==> config.mk <==
export PLATFORM = sky130hd
export DESIGN_NAME = cfg_bitstream_loader
export DESIGN_NICKNAME = d
export VERILOG_FILES = /design/src/rtl/cfg_bitstream_loader.sv
export SDC_FILE = /design/constraint.sdc
export NUM_CORES = 1
export LEC_CHECK = 0
export CORE_MARGIN = 2
export CORE_UTILIZATION = 45
export CTS_CLUSTER_DIAMETER = 200
export DETAILED_ROUTE_END_ITERATION = 10
export PLACE_DENSITY = 0.83
export SETUP_SLACK_MARGIN = 0.15
export SLEW_MARGIN = 20
export SYNTH_ARGS = -nofsm -noshare
export SYNTH_HDL_FRONTEND = slang
export SYNTH_SLANG_ARGS = --single-unit
export TNS_END_PERCENT = 5
==> constraint.sdc <==
create_clock -name clk -period 1.7 [get_ports clk]
set_input_delay 0.34 -clock clk [delete_from_list [all_inputs] [get_ports clk]]
set_output_delay 0.34 -clock clk [all_outputs]
set_load 0.02 [all_outputs]
==> src/rtl/cfg_bitstream_loader.sv <==
// cfg_bitstream_loader
//   Feeds configuration bytes from a valid/ready stream into the fabric shift
//   chain (prog_en/prog_in), LSB first, for exactly CHAIN_LEN bits per pass.
//   An optional verify pass compares the chain readback (prog_out) against a
//   resent copy of the bitstream and latches a sticky error on mismatch.
//
// Ports:
//   clk, rst        clock, asynchronous active-high reset
//   start, verify   start pulse (accepted in IDLE); verify sampled with start
//   s_data/s_valid/s_ready  byte stream in
//   prog_en/prog_in chain shift enable and serial data (registered)
//   prog_out        serial readback from chain end
//   busy, done, error, bit_count  host-side status
module cfg_bitstream_loader #(
    parameter int CHAIN_LEN = 40,
    parameter int CNT_W     = $clog2(CHAIN_LEN + 1)
) (
    input  logic             clk,
    input  logic             rst,
    input  logic             start,
    input  logic             verify,
    input  logic [7:0]       s_data,
    input  logic             s_valid,
    output logic             s_ready,
    output logic             prog_en,
    output logic             prog_in,
    input  logic             prog_out,
    output logic             busy,
    output logic             done,
    output logic             error,
    output logic [CNT_W-1:0] bit_count
);

    typedef enum logic [1:0] {
        IDLE,
        LOAD,
        VERIFY,
        FINISH
    } state_t;

    state_t             state_q, state_n;
    logic [7:0]         byte_q, byte_n;
    logic [2:0]         idx_q, idx_n;
    logic               full_q, full_n;
    logic               verify_q, verify_n;
    logic               error_q, error_n;
    logic [CNT_W-1:0]   cnt_q, cnt_n;
    logic               prog_en_q, prog_en_n;
    logic               prog_in_q, prog_in_n;

    logic               active;
    logic               shift;
    logic               last;
    logic               drain;
    logic               take;

    always_ff @(posedge clk or posedge rst) begin
        if (rst) begin
            state_q   <= IDLE;
            byte_q    <= '0;
            idx_q     <= '0;
            full_q    <= 1'b0;
            verify_q  <= 1'b0;
            error_q   <= 1'b0;
            cnt_q     <= '0;
            prog_en_q <= 1'b0;
            prog_in_q <= 1'b0;
        end else begin
            state_q   <= state_n;
            byte_q    <= byte_n;
            idx_q     <= idx_n;
            full_q    <= full_n;
            verify_q  <= verify_n;
            error_q   <= error_n;
            cnt_q     <= cnt_n;
            prog_en_q <= prog_en_n;
            prog_in_q <= prog_in_n;
        end
    end

    always_comb begin
        state_n  = state_q;
        byte_n   = byte_q;
        idx_n    = idx_q;
        full_n   = full_q;
        verify_n = verify_q;
        error_n  = error_q;
        cnt_n    = cnt_q;

        active = (state_q == LOAD) || (state_q == VERIFY);
        // A full buffer is the bit currently on prog_en/prog_in.
        shift  = full_q;
        last   = shift && (cnt_q == CNT_W'(CHAIN_LEN - 1));
        drain  = shift && (idx_q == 3'd7);
        // Ready on the bit-7 cycle allows gap-free refill, but never on the
        // final bit of a pass (leftover bits are discarded there).
        s_ready = active && (!full_q || drain) && !last;
        take    = s_valid && s_ready;

        if (shift) begin
            idx_n = idx_q + 3'd1;
            if (cnt_q != CNT_W'(CHAIN_LEN))
                cnt_n = cnt_q + CNT_W'(1);
            if (drain || last)
                full_n = 1'b0;
            if ((state_q == VERIFY) && (prog_out != prog_in_q))
                error_n = 1'b1;
        end

        if (take) begin
            byte_n = s_data;
            idx_n  = '0;
            full_n = 1'b1;
        end

        unique case (state_q)
            IDLE: begin
                if (start) begin
                    state_n  = LOAD;
                    verify_n = verify;
                    error_n  = 1'b0;
                    cnt_n    = '0;
                end
            end
            LOAD: begin
                if (last) begin
                    if (verify_q) begin
                        state_n = VERIFY;
                        cnt_n   = '0;
                    end else begin
                        state_n = FINISH;
                    end
                end
            end
            VERIFY: begin
                if (last)
                    state_n = FINISH;
            end
            FINISH: begin
                state_n = IDLE;
            end
            default: state_n = IDLE;
        endcase

        // Outputs registered from the next buffer state so they are valid
        // for exactly the cycle in which the buffer holds that bit.
        prog_en_n = full_n;
        prog_in_n = full_n ? byte_n[idx_n] : 1'b0;
    end

    assign prog_en   = prog_en_q;
    assign prog_in   = prog_in_q;
    assign busy      = (state_q != IDLE);
    assign done      = (state_q == FINISH);
    assign error     = error_q;
    assign bit_count = cnt_q;

endmodule

==> flow_summary.ini <==
[logic_synthesis]
syn-num-nets = 133
synth_area_mm2 = 0.00129
ys_seq_area_share_pct = 44.4
synth-warning-count = 0
yosys.area.top_type_share_pct = 44.4
yosysMostFrequentCell = dfrtp_1
ys_ff_latch = 23
yosysTopAreaCell = dfrtp_1
synthArstFlopShare_pct = 100
ys.flop_type = dfrtp_1
avgSynthCellArea_um2 = 11.7
synth_commonest_cells = dfrtp_1, nor2_1, ha_1
synth_area_leaders = dfrtp_1, ha_1, mux2_4
synth-edff-count = 0
synth_cell_types = 31
syn_inst = 111

[global_route]
grt-ovfl-total = 0
grt_pass1_vias = 1131
track_usage_pct = 18.8
grt_pass1_wl_um = 4790
grt_max_degree = 24
antenna_found_initial = 0

[die]
core_region_area_mm2 = 0.00273
die_w_um = 57.6
die_y_um = 57.6
ioPinCount = 26
num_rows = 19
initial_core_util_pct = 47.4
fp.dieArea_mm2 = 0.00332

[final_layout]
post-route-util_pct = 66.6
antennaDiodeCount = 0
drive_gt1_share_pct = 37.7
area_growth_pct = 40.6
fin_nets = 185
stdcell_area_mm2 = 0.00182

[detailed_routing]
drc = 0
vias_per_cell = 5.31
drt-pass1-iter-count = 4
ant_nets = 0
vias = 1024
drt_iter0_drc = 33
wire_per_inst_um = 14.5
wl_um = 2810

[sta]
hold_viol_final = 0
slew_violations = 0
fin_crit_ps = 1910
fmax_ghz = 0.524
whs_ps = 337
fin_ws_ps = -210
rsz0062_at_grt = true
worst_pin_slew_ps = 326
setup_viol_count_final = 9
clock_skew_ps = 5.97
post-route-period-util_pct = 112
relSlewSlack_pct = 78.2

[power]
powerDensity_mw_per_mm2 = 1960
p_leak_nw = 0.862
peakVddDrop_v = 0.00136

[clocking]
cts_tree = built
clock_path_buffers = 2
clk-insertion-delay-late_ps = 330
clkTransAtPathRegs_ps = 130
cts_buffers = 3
clkSinkCount = 23
hold_buffers = 0
root_buffer = clkbuf_4
htreeDepth = 1

[place]
port_buffers = 25
gp_congestion = 0.870
placed_area_mm2 = 0.00176
place_ws_ps = -349
dpl.hpwl_um = 2150

[setup_path]
worst_setup_path_end_kind = primary output
cp.arrival_ps = 1570
start_kind = register
cp_max_fo = 3
cp.required_ps = 1360
critical_path_class = register to primary output
startpoint = bit_count[1]
r2r-start = bit_count[1]

[job]
cap_violations = 0

[worst_hold_path]
hp-class = primary input to async pin

[status]
failed_checks = setup timing
status = finished with violations
-- routing by layer --
| layer | GRT usage [%] | wire length, µm | up-vias |
|---|---|---|---|
| li1 | - | - | 490 |
| met1 | 21.0 | 1110 | 510 |
| met2 | 35.7 | 1550 | 21 |
| met3 | 2.23 | 104 | 3 |
| met4 | 7.64 | 46 | 0 |
| met5 | 0 | 0 | - |
-- where the power goes --
part	total [mW]	internal, mW	switching (mW)
clock network	0.272	0.0923	0.180
logic	2.30	1.26	1.04
registers	0.999	0.821	0.178
-- logic make-up (layout without fill, tap and decap cells) --
group | count (synthesis) | in the layout | synth area share (%)
compound gates | 15 | 15 | 7.83
xor+xnor | 6 | 6 | 4.06
fa+ha+maj | 8 | 8 | 7.73
buf+inv | 9 | 60 | 3.86
flops | 23 | 23 | 44.4
mux | 18 | 18 | 18.6
simple gates | 32 | 32 | 13.5
-- worst max-delay path: stages (launching register included) --
cell and delay (ps):
dfrtp_2 450, ha_4 160, and4bb_1 220, nand2_1 60, nand2_1 50, a21boi_1 130
buf_4 160
-- what timing repair did --
item	CTS	global route
pin swaps	7	1
setup buffers	1	0
gates resized for setup	41	12
endpoints found under the setup margin	23	24
-- through the flow --
stage	power [mW]	setup TNS, ps	instances
global placement	3.10	-669	188
finish	3.57	-852	193
CTS	3.56	-929	193
floorplan	2.32	-1600	111
global route	3.83	-1420	193
detailed placement	3.20	-829	188
-- cell type report --
class                      count  area (µm²)
fill                         217         913
timing repair buffer          50         427
inverter                       6        22.5
sequential                    23         578
multi-input combinational     79         728
tap                           31        38.8
clock buffer                   4        26.3
-- final timing paths --
kind | depth (start not counted) | slack (ps) | endpoint
max | 6 | -210 | s_ready
min | 3 | 340 | byte_q[1]
max reg2reg | 6 | -120 | byte_q[7]
min reg2reg | 1 | 540 | byte_q[4]
max in group asynchronous | 3 | 1110 | bit_count[1]
min in group clk | 1 | 540 | byte_q[4]
-- registers in the layout, indices dropped and copies added (netlist names) --
name / flops
bit_count: 6
prog_in: 1
byte_q: 8
state_q: 2
error: 1
verify_q: 1
prog_en: 1
idx_q: 3
-- layout by cell type (no fill, tap or decap), types with 3 or more instances in the layout --
cell type	instances
clkdlybuf4s50_1	13
ha_1	6
mux2i_1	5
buf_4	25
xor2_1	3
dlygate4sd2_1	3
clkbuf_4	3
inv_1	6
nand2_1	7
mux2_4	8
a21oi_1	3
nand2b_1	4
nor2_1	12
dfrtp_1	21
Note: power is estimated with default switching activity, not from simulation.
